**config.mk**
```make
export PLATFORM = sky130hd
export DESIGN_NAME = spi_baud_generator
export DESIGN_NICKNAME = d
export VERILOG_FILES = /design/src/rtl/spi_pkg.sv /design/src/rtl/spi_baud_generator.sv
export SDC_FILE = /design/constraint.sdc
export NUM_CORES = 1
export LEC_CHECK = 0
export CELL_PAD_IN_SITES_DETAIL_PLACEMENT = 1
export CELL_PAD_IN_SITES_GLOBAL_PLACEMENT = 2
export CORE_ASPECT_RATIO = 0.8
export CORE_MARGIN = 4
export CORE_UTILIZATION = 25
export CTS_CLUSTER_DIAMETER = 120
export CTS_CLUSTER_SIZE = 12
export DETAILED_ROUTE_END_ITERATION = 6
export PLACE_DENSITY_LB_ADDON = 0.1
export SLEW_MARGIN = 20
export SYNTH_ARGS = -nofsm -noshare
export SYNTH_HDL_FRONTEND = slang
export SYNTH_SLANG_ARGS = --single-unit
```
**constraint.sdc**
```tcl
create_clock -name PCLK -period 2.7 [get_ports PCLK]
set_input_delay 0.405 -clock PCLK [delete_from_list [all_inputs] [get_ports PCLK]]
set_output_delay 0.405 -clock PCLK [all_outputs]
set_load 0.02 [all_outputs]
```
**src/rtl/spi_pkg.sv**
```systemverilog
// Shared SPI definitions: mode encodings, datapath widths and the baud-rate
// divisor helper. The same divisor function is used by the slave-select stage
// so that both stages agree on the transfer window length.
package spi_pkg;

  // Width of the baud-rate divisor and of the half-period counter.
  localparam int DIV_W = 12;
  localparam int CNT_W = 11;

  // SPI operating modes as programmed over APB. 2'b11 also means stop.
  typedef enum logic [1:0] {
    SPI_RUN  = 2'b00,
    SPI_WAIT = 2'b01,
    SPI_STOP = 2'b10
  } spi_mode_e;

  // Divisor = (sppr + 1) * 2^(spr + 1). The shift amount is widened first so
  // that spr = 7 gives a shift of 8 rather than wrapping to 0.
  function automatic logic [DIV_W-1:0] baud_div(input logic [2:0] sppr,
                                                input logic [2:0] spr);
    logic [DIV_W-1:0] base;
    logic [3:0]       shamt;
    base  = DIV_W'(sppr) + DIV_W'(1);
    shamt = {1'b0, spr} + 4'd1;
    return base << shamt;
  endfunction

endpackage : spi_pkg

```
**src/rtl/spi_baud_generator.sv**
```systemverilog
// SPI master serial clock generator. Divides PCLK by the programmed baud-rate
// divisor, holds SCLK at its idle level whenever the transfer is not enabled,
// and issues one-PCLK send/receive strobes aligned with each SCLK edge.
module spi_baud_generator
  import spi_pkg::*;
#(
  parameter int DIV_W = spi_pkg::DIV_W,
  parameter int CNT_W = spi_pkg::CNT_W
) (
  input  logic             PCLK,
  input  logic             PRESET_n,
  input  logic [1:0]       spi_mode_i,
  input  logic             spiswai_i,
  input  logic             mstr_i,
  input  logic             cpol_i,
  input  logic             cpha_i,
  input  logic [2:0]       sppr_i,
  input  logic [2:0]       spr_i,
  input  logic             ss_i,
  output logic             sclk_o,
  output logic             send_tick_o,
  output logic             receive_tick_o,
  output logic [DIV_W-1:0] BaudRateDivisor_o
);

  logic [DIV_W-1:0] divisor;
  logic [CNT_W-1:0] half;
  logic [CNT_W-1:0] half_m1;
  logic             mode_ok;
  logic             en;
  logic             leading_edge;

  logic [CNT_W-1:0] count_reg, count_next;
  logic             sclk_reg, sclk_next;
  logic             send_reg, send_next;
  logic             recv_reg, recv_next;

  // Divisor is purely combinational so the slave-select stage sees it at once.
  assign divisor           = DIV_W'(baud_div(sppr_i, spr_i));
  assign BaudRateDivisor_o = divisor;

  // Half period in PCLK cycles; minimum is 1, so half_m1 never underflows.
  assign half    = CNT_W'(divisor >> 1);
  assign half_m1 = half - CNT_W'(1);

  // Run mode always clocks; wait mode clocks only when stop-in-wait is clear.
  assign mode_ok = (spi_mode_i == SPI_RUN) ||
                   ((spi_mode_i == SPI_WAIT) && !spiswai_i);
  assign en      = mstr_i && !ss_i && mode_ok;

  // An edge leaving the idle level is the leading edge of an SCLK period.
  assign leading_edge = (sclk_reg == cpol_i);

  // Next-state logic: idle parking, half-period counting and edge strobes.
  always_comb begin
    count_next = count_reg;
    sclk_next  = sclk_reg;
    send_next  = 1'b0;
    recv_next  = 1'b0;
    if (!en) begin
      // Parking immediately drops any partially counted half period, so an
      // aborted transfer never emits a stray edge later.
      count_next = '0;
      sclk_next  = cpol_i;
    end else if (count_reg >= half_m1) begin
      // '>=' rather than '==' so a divisor shrunk mid-count still wraps.
      count_next = '0;
      sclk_next  = ~sclk_reg;
      // cpha=0 samples on the leading edge, cpha=1 on the trailing edge;
      // the other edge shifts. Exactly one strobe per edge.
      if (leading_edge ^ cpha_i) begin
        recv_next = 1'b1;
      end else begin
        send_next = 1'b1;
      end
    end else begin
      count_next = count_reg + CNT_W'(1);
    end
  end

  // State and output registers; strobes are registered alongside SCLK so they
  // assert in the same cycle the SCLK edge appears.
  always_ff @(posedge PCLK or negedge PRESET_n) begin
    if (!PRESET_n) begin
      count_reg <= '0;
      sclk_reg  <= 1'b0;
      send_reg  <= 1'b0;
      recv_reg  <= 1'b0;
    end else begin
      count_reg <= count_next;
      sclk_reg  <= sclk_next;
      send_reg  <= send_next;
      recv_reg  <= recv_next;
    end
  end

  assign sclk_o         = sclk_reg;
  assign send_tick_o    = send_reg;
  assign receive_tick_o = recv_reg;

endmodule : spi_baud_generator

```
# After elaboration in Yosys (flattened, before gate mapping)
# Index checks and enable logic that the tools add are counted.
# classes
addsub,4
magnitude_cmp,1
eq_ne,3
shifts,1
mux,10
bitwise,2
reduce_logical,7
# ops
cell,n
2-to-1 mux 11 bit,2
left shift 4 x 4 -> 12 bit,1
"adder 11 x 1 -> 11 bit, second input constant",1
greater-or-equal comparator 11 bit,1
"subtractor 11 x 1 -> 11 bit, second input constant",1
"adder 3 x 1 -> 4 bit, second input constant",2
2-to-1 mux 1 bit,8
logical AND 1 bit,3
"equality test 2 x 1 -> 1 bit, second input constant",1
zero test 1 bit,2
zero test 2 bit,1
"inequality test 2 x 1 -> 1 bit, second input constant",1
equality test 1 bit,1
logical OR 1 bit,1
NOT 1 bit,1
XOR 1 bit,1
# word_totals
regBits,14
output_inout_bits,15
word_cells,32

# Depth between registers and ports, before layout
# Gate-level depths: netlist of run 1.
# depth
word_depth,6
depth_mapped,17
mapped_depth_nobuf,15

# Worst setup path after synthesis of run 1
# Ideal clock, no wire load.
# synth_path
path_type,input to register
startpoint,in spr_i[0]
endpoint,reg count_reg[2]
setup_time_ns,0.072
arrival_time_ns,3.581
path_slack_ns,-0.953
path_stages,14
n_path_buf,2
cell_sequence,ha_1 buf_2 inv_1 o21ai_0 o32ai_1 nand4bb_1 or4_1 xor2_1 ha_1 a21oi_1 o2111ai_1 a21o_1 clkbuf_1 nor2_1
# synth_via
elab_chain_cells,6
# synth_lines
item,line,source
"start, declared",spi_baud_generator.sv:18,"input logic [2:0] spr_i,"
adder 3 x 1 -> 4 bit,spi_pkg.sv:24,"shamt = {1'b0, spr} + 4'd1;"
left shift 4 x 4 -> 12 bit,spi_pkg.sv:25,return base << shamt;
net BaudRateDivisor_o[6],spi_baud_generator.sv:23,output logic [DIV_W-1:0] BaudRateDivisor_o
subtractor 11 x 1 -> 11 bit,spi_baud_generator.sv:44,assign half_m1 = half - CNT_W'(1);
greater-or-equal comparator 11 bit,spi_baud_generator.sv:65,end else if (count_reg >= half_m1) begin
2-to-1 mux 11 bit,spi_baud_generator.sv:65,
2-to-1 mux 11 bit,spi_baud_generator.sv:60,if (!en) begin
net count_next[2],spi_baud_generator.sv:33,"logic [CNT_W-1:0] count_reg, count_next;"
"end signal, assigned",spi_baud_generator.sv:90,count_reg <= count_next;
"end, declared",spi_baud_generator.sv:33,
# The timed path passes the listed nets, and every way through them passes these cells.
# A chain may end at the register's enable or synchronous reset.

# Final worst setup path of run 1
# layout_path
startpoint,in sppr_i[2]
endpoint,reg count_reg[0]
# layout_via
elab_chain_cells,6
# layout_lines
item,line,source
"start, declared",spi_baud_generator.sv:17,"input logic [2:0] sppr_i,"
adder 3 x 1 -> 4 bit,spi_pkg.sv:23,base = DIV_W'(sppr) + DIV_W'(1);
left shift 4 x 4 -> 12 bit,spi_pkg.sv:25,
subtractor 11 x 1 -> 11 bit,spi_baud_generator.sv:44,
greater-or-equal comparator 11 bit,spi_baud_generator.sv:65,
2-to-1 mux 11 bit,spi_baud_generator.sv:65,
2-to-1 mux 11 bit,spi_baud_generator.sv:60,
net count_next[0],spi_baud_generator.sv:33,
# The timed path passes the listed nets, and every way through them passes these cells.

==> flow_summary.ini, run 1 <==
[route]
vias = 1540
drtAntennaViolNets = 0
drt_wl_total_mm = 4.90
routedWlPerCell_um = 15.1
drt_iter0_markers = 18
route.detailed.drc = 0
drtPass1Iterations = 4
viasPerCell = 4.74

[die]
io_pins = 30
start_util_pct = 25.9
die_h_um = 75.3
die_area_um2 = 6940
rows = 24
coreArea_um2 = 5470
fp.dieW_um = 92.2

[hold_path]
hold_path_startpoint = count_reg[0]
hold_path_class = register to register

[sta]
hold_violations = 0
fmax_mhz = 307
rsz0062_at_grt = yes
fin_tns_setup_ns = -7.24
finalCritPeriodShare_pct = 121
setup_viol = 14
relSlewSlack_pct = 55.7
slew_viol_final = 0
timing.final.ws_setup_ns = -0.559
period_minus_slack_ns = 3.26
skew_ns = 0.00584
tightest_slew_ns = 0.662

[placed_design]
hpwl_mm = 3.94
gp_congestion = 0.824
io_buffers = 29
dp.cells = 317

[yosys]
syn_inst = 167
synthesis.area_um2 = 1420
syn_avg_cell_area_um2 = 8.48
synth_ff_type = dfrtp_1
seq_area_frac_synth_pct = 24.7
synth_seq_cells = 14
syn_nets = 197
synth_edf_count = 0
synth-async-reset-ratio_pct = 100
synth_cell_types = 43
ys_warn_count = 0

[run_status]
violations = negative setup slack
status = complete, but fails checks

[clock_tree]
numCtsBuffers = 3
htreeDepth = 1
clk_pin_slew_ns = 0.05
clock-sinks = 14
cts_tree = yes
clkLatencyLatePin_ns = 0.24
clockRootBuffer = clkbuf_8
clk_path_buf_depth = 2

[setup_path]
cp-end-kind = register
path_max_fanout = 6
crit_path_cell_trace = dlygate4sd2_1, and4_4, or3_4, a32oi_2, buf_4, nand4_1, or4_4, xor2_1, ha_1, a21oi_4, o2111ai_4, a21o_4, nor2_1
setup.worst_path.class = input pin to register
critPathLaunch = sppr_i[2]
path_buf_inv = 2
start_kind = input pin
reg2reg_from = count_reg[0]
slowest_stage = or4_4
required_ns = 2.87
cpPeakStageDelay_ns = 0.44
crit_arrival_ns = 3.43
path_delay_family = simple AND/OR/NAND/NOR gates

[global_routing]
grt_max_degree = 15
antenna_found_initial = 0
grt_pass1_vias = 1689
globalRouteOverflowTotal = 0
grt_pass1_wl_mm = 8.11
grt.total_usage_pct = 14.6

[finish]
final_cell_count_no_fill = 325
final_nets = 279
utilization_pct = 44.6
multiInputGateArea_um2 = 1250
syn_to_final_growth_pct = 72.2
drive_above_1_share_pct = 42.9
largest_reg_flops = 11
seq_area_um2 = 350
nFillCells = 675
antenna_cells = 0

[power]
p_switching_mw = 0.283
clkPwrFrac_pct = 20.6
p_per_area_nw_per_um2 = 337
power_frac_seq_pct = 26.1
peakVddDrop_v = 0.000165
p_sw_share_pct = 34.5
intPower_mw = 0.538
fin_total_pwr_mw = 0.821
leakagePower_nw = 1.11
p_comb_share_pct = 53.4

[job]
max_cap_viol_count = 0
worst register-to-register path, cell delays in order, from the launching register on:
cell and delay (ns):
dfrtp_1 0.41, inv_1 0.06, ha_1 0.26, nand2b_1 0.14, a21o_1 0.17, a21oi_1 0.31, o2111ai_4 0.22, a21o_4 0.32
nor2_1 0.10
cell usage after synthesis, types with 2 or more instances:
| master | instances | area share [%] |
|---|---|---|
| nor2_1 | 19 | 5.0 |
| ha_1 | 15 | 13 |
| dfrtp_1 | 14 | 25 |
| nand2_1 | 13 | 3.4 |
| xnor2_1 | 13 | 8.0 |
| nand3_1 | 8 | 2.8 |
| xor2_1 | 8 | 4.9 |
| and3_1 | 6 | 2.7 |
| inv_1 | 6 | 1.6 |
| a21oi_1 | 5 | 1.8 |
| nor3_1 | 5 | 1.8 |
| o21ai_0 | 5 | 1.8 |
| and2_1 | 4 | 1.8 |
| nand2b_1 | 3 | 1.3 |
| nand4_1 | 3 | 1.3 |
| nor3b_1 | 3 | 1.6 |
| o21a_1 | 3 | 1.6 |
| o31ai_1 | 3 | 1.6 |
| or2_2 | 3 | 1.3 |
| a211oi_1 | 2 | 1.1 |
| a21o_1 | 2 | 1.1 |
| nor2b_1 | 2 | 0.88 |
| or3_1 | 2 | 0.88 |
worst paths after layout:
kind	endpoint	slack (ns)	depth (start not counted)
min in group asynchronous	send_tick_o	0.56	1
max	count_reg[0]	-0.56	13
min reg2reg	count_reg[0]	0.53	1
max in group asynchronous	count_reg[2]	1.71	1
min	count_reg[0]	0.53	1
max reg2reg	count_reg[0]	0.63	8
power groups by stage:
stage	logic, mW	clock network (mW)	registers, mW
floorplan	0.209	0	0.219
global placement	0.388	0	0.218
detailed placement	0.393	0	0.218
CTS	0.423	0.172	0.214
global route	0.482	0.189	0.214
finish	0.438	0.169	0.214
metal layers:
| layer | GRT usage, % | vias to the layer above | routed length, µm |
|---|---|---|---|
| li1 | - | 770 | - |
| met1 | 20.2 | 739 | 2480 |
| met2 | 24.3 | 31 | 2200 |
| met3 | 3.65 | 0 | 212 |
| met4 | 0.988 | 0 | 0 |
| met5 | 0 | - | 0 |
what timing repair did:
action                                  4_1_cts  5_1_grt
pin swaps                                    16        6
endpoints found under the hold margin         0        0
gates cloned                                  1        0
hold buffers                                  0        0
gates resized for setup                      68       16
setup buffers                                 2        2
endpoints found under the setup margin       26       19
placed cells by master, fill, tap and decap left out, types with 3 or more instances in the layout:
cell type	count
dfrtp_1	14
and2_1	4
buf_6	3
xnor2_1	13
and3_1	4
nor2_1	9
or2_2	3
o21ai_2	4
a21oi_1	3
nor2_4	4
nand2_1	10
nor3_2	4
ha_1	12
buf_4	49
o21a_1	3
nand3_1	8
dlygate4sd2_1	8
clkbuf_8	3
ha_4	3
nand4_1	3
xor2_1	8
inv_1	5
nand2b_1	3
clkdlybuf4s50_1	13
nand2_2	3
nor2_2	6
or3_4	3
cells by family after synthesis:
logic type / count (synthesis) / synth area share (%)
and+or+nand+nor: 79 / 31.6
adders and majority gates: 15 / 13.3
buffers and inverters: 9 / 3.00
AOI/OAI and AO/OA: 29 / 14.4
DFF: 14 / 24.7
xor gates and xnor gates: 21 / 13.0
through the flow:
stage	setup WS, ns	hold slack (ns)	cell area (µm²)
2_1_floorplan	-0.704	0.109	1480
3_3_place_gp	-1.32	0.501	2180
3_5_place_dp	-1.40	0.524	2180
4_1_cts	-0.549	0.537	2360
5_1_grt	-0.693	0.594	2440
6_report	-0.559	0.528	2440
area by class of cell:
type	count	area share, %
clock buffer	3	1.69
inverter	6	1.03
multi-input combinational	145	51.5
sequential	14	14.4
tap	78	4.00
timing repair buffer	79	27.4
Power figures use the tool's default switching activity.
==> inputs of run 2 (changes only) <==
ABC_AREA = 1   (was default)
==> run 2 against run 1 <==
The flow still finishes with violations (negative setup slack); design area grew 6.1%; largest power group unchanged; critical path type unchanged; power grew 18%; highest routed layer is now met4; sequential share of layout area decreased by 0.83 points.
==> flow_summary.ini, run 2 <==
[run_status]
status = complete, but fails checks
violations = negative setup slack

[clock_tree]
numCtsBuffers = 3
htreeDepth = 1
clock-sinks = 14
clkLatencyLatePin_ns = 0.25
clockRootBuffer = clkbuf_8
cts_tree = yes
clk_path_buf_depth = 2
cts_hold_buf = 0
clk_pin_slew_ns = 0.06

[yosys]
yosys.area_share.simple_pct = 43.1
synth_seq_cells = 14
synth.most_common_cell = nand2_1
synth_top_family_by_area = simple AND/OR/NAND/NOR gates
synth_top_area_share_pct = 23.5
synth-async-reset-ratio_pct = 100
synth_area_leader_cell = dfrtp_1
yosys-top-cells-area = dfrtp_1 (23%), ha_1 (13%), nand2_1 (11%)
synth_edf_count = 0
syn_nets = 240
synth_fa_ha_area_share_pct = 12.6
syn_avg_cell_area_um2 = 7.10
synth_cell_types = 27
syn_inst = 210
synth_ff_type = dfrtp_1
ys_warn_count = 0
synth_compound_area_share_pct = 5.87
synthesis.area_um2 = 1490
seq_area_frac_synth_pct = 23.5
synthMuxAreaShare_pct = 0
synthTopCellsByCount = nand2_1 (42), nor2_1 (28), inv_1 (22), nand3_1 (18), ha_1 (15)
synth_xor_area_share_pct = 7.63

[job]
max_cap_viol_count = 0

[power]
p_switching_mw = 0.364
p_sw_share_pct = 37.5
p_comb_share_pct = 56.5
power_frac_seq_pct = 22.1
intPower_mw = 0.607
p_per_area_nw_per_um2 = 375
clkPwrFrac_pct = 21.4
leakagePower_nw = 1.22
fin_total_pwr_mw = 0.971
peakVddDrop_v = 0.000117

[global_routing]
grt_pass1_wl_mm = 8.04
grt_pass1_vias = 1672
globalRouteOverflowTotal = 0
antenna_found_initial = 0
grt.total_usage_pct = 13.6
grt_max_degree = 15

[placed_design]
gp_congestion = 0.779
dp.cells = 358
io_buffers = 29
dpl_cell_area_um2 = 2220
hpwl_mm = 3.87

[sta]
relSlewSlack_pct = 54.0
timing.final.ws_setup_ns = -0.0712
hold_violations = 0
skew_ns = 0.000411
slew_viol_final = 0
fin_tns_setup_ns = -0.287
finalCritPeriodShare_pct = 103
tightest_slew_ns = 0.687
whs_ns = 0.497
period_minus_slack_ns = 2.77
fmax_mhz = 361
rsz0062_at_grt = yes
setup_viol = 10

[die]
die_h_um = 77.1
coreArea_um2 = 5620
fp.dieW_um = 94.4
start_util_pct = 26.6
die_area_um2 = 7270
io_pins = 30
rows = 24

[hold_path]
min_to = count_reg[0]
hold_path_class = register to register
min_path_cells = 1
hold_path_startpoint = count_reg[0]

[finish]
final_common_cell = buf_4
drive_above_1_share_pct = 45.3
antenna_cells = 0
largest_reg_flops = 11
syn_to_final_growth_pct = 73.5
finish.instance_area_um2 = 2590
final_nets = 327
final_cell_count_no_fill = 374
final_cell_mix = buf_4 (52), nand2_1 (30), nor2_1 (21), clkdlybuf4s50_1 (21), inv_1 (16)

[setup_path]
worst_path_most_repeated_cell = nor2_4
r2r_slack_ns = 0.94
path_delay_family = simple AND/OR/NAND/NOR gates
reg2reg_depth = 9
cp-end-kind = register
path_buf_inv = 4
slowest_stage = ha_1
setup.worst_path.class = input pin to register
worstReg2RegEnd = count_reg[6]
crit_arrival_ns = 2.95
required_ns = 2.88
cpPeakStageDelay_ns = 0.33
reg2reg_from = count_reg[2]
start_kind = input pin
crit_path_cell_trace = buf_8, ha_4, inv_4, nand3_4, nand2_4, nor2_4, inv_2, ha_4, nand2_4, nor2_4, nand3_2, nor2_2, nor2_2, ha_1, a21oi_2, o21a_1, nand4_1, nor2_4, buf_6, nand2_1, nor2_1
path_max_fanout = 7

[route]
route.detailed.drc = 0
viasPerCell = 4.30
drtPass1Iterations = 4
drtAntennaViolNets = 0
drt_wl_total_mm = 4.84
vias = 1610
routedWlPerCell_um = 12.9
drt_iter0_markers = 29
[run 2: metal layers]
| layer | track usage, % | part of all wire, % | vias up |
|---|---|---|---|
| met4 | 0.866 | 0.25 | 0 |
| met1 | 20.9 | 52 | 732 |
| li1 | - | - | 852 |
| met5 | 0 | 0 | - |
| met2 | 20.4 | 44 | 24 |
| met3 | 2.54 | 3.5 | 2 |
[run 2: worst reg2reg max path: cells and delay by family, from the launching register on]
| family | cells | cell delay [ns] |
|---|---|---|
| buf+inv | 1 | 0.12 |
| compound gates | 2 | 0.24 |
| fa+ha+maj | 1 | 0.34 |
| flops | 1 | 0.43 |
| simple gates | 5 | 0.56 |
[run 2: logic make-up (layout without fill, tap and decap cells)]
kind of cell | Yosys count | count (layout)
flip-flops | 14 | 14
adder cells (fa/ha/maj) | 15 | 15
buffers and inverters | 28 | 114
AND/OR/NAND/NOR | 126 | 126
AO/OA/AOI/OAI | 14 | 14
XOR/XNOR | 13 | 13
[run 2: worst max path at each step]
stage | from | to | slack [ns] | cells past startpoint
global route | sppr_i[1] | sclk_o | -0.31 | 24
global placement | spr_i[0] | sclk_o | -0.83 | 22
CTS | spr_i[1] | count_reg[3] | -0.13 | 24
detailed placement | spr_i[0] | count_reg[3] | -0.90 | 23
finish | spr_i[0] | count_reg[6] | -0.07 | 21
floorplan | spr_i[0] | sclk_o | -0.18 | 21
[run 2: metrics by stage]
step | util [%] | setup slack (ns)
floorplan | - | -0.184
global placement | 39.6 | -0.834
detailed placement | 39.6 | -0.897
CTS | 43.6 | -0.127
global route | 46.1 | -0.305
finish | 46.1 | -0.0712
[run 2: what timing repair did]
item | CTS | global route
setup endpoints to repair | 26 | 15
pin swaps | 23 | 27
resized for setup | 56 | 28
buffers inserted | 9 | 4
[run 2: layout make-up]
type / count / area (µm²)
inverters: 27 / 109
multi-input cells: 168 / 1270
flip-flops and latches: 14 / 350
fillers: 707 / 3030
repair buffers: 83 / 709
clock buffers: 4 / 55.1
well taps: 78 / 97.6
[run 2: power groups by stage]
stage               clock (mW)  combinational (mW)  sequential (mW)
floorplan                    0               0.258            0.220
global placement             0               0.452            0.219
detailed placement           0               0.455            0.219
CTS                      0.213               0.499            0.215
global route             0.227               0.606            0.215
finish                   0.207               0.549            0.215
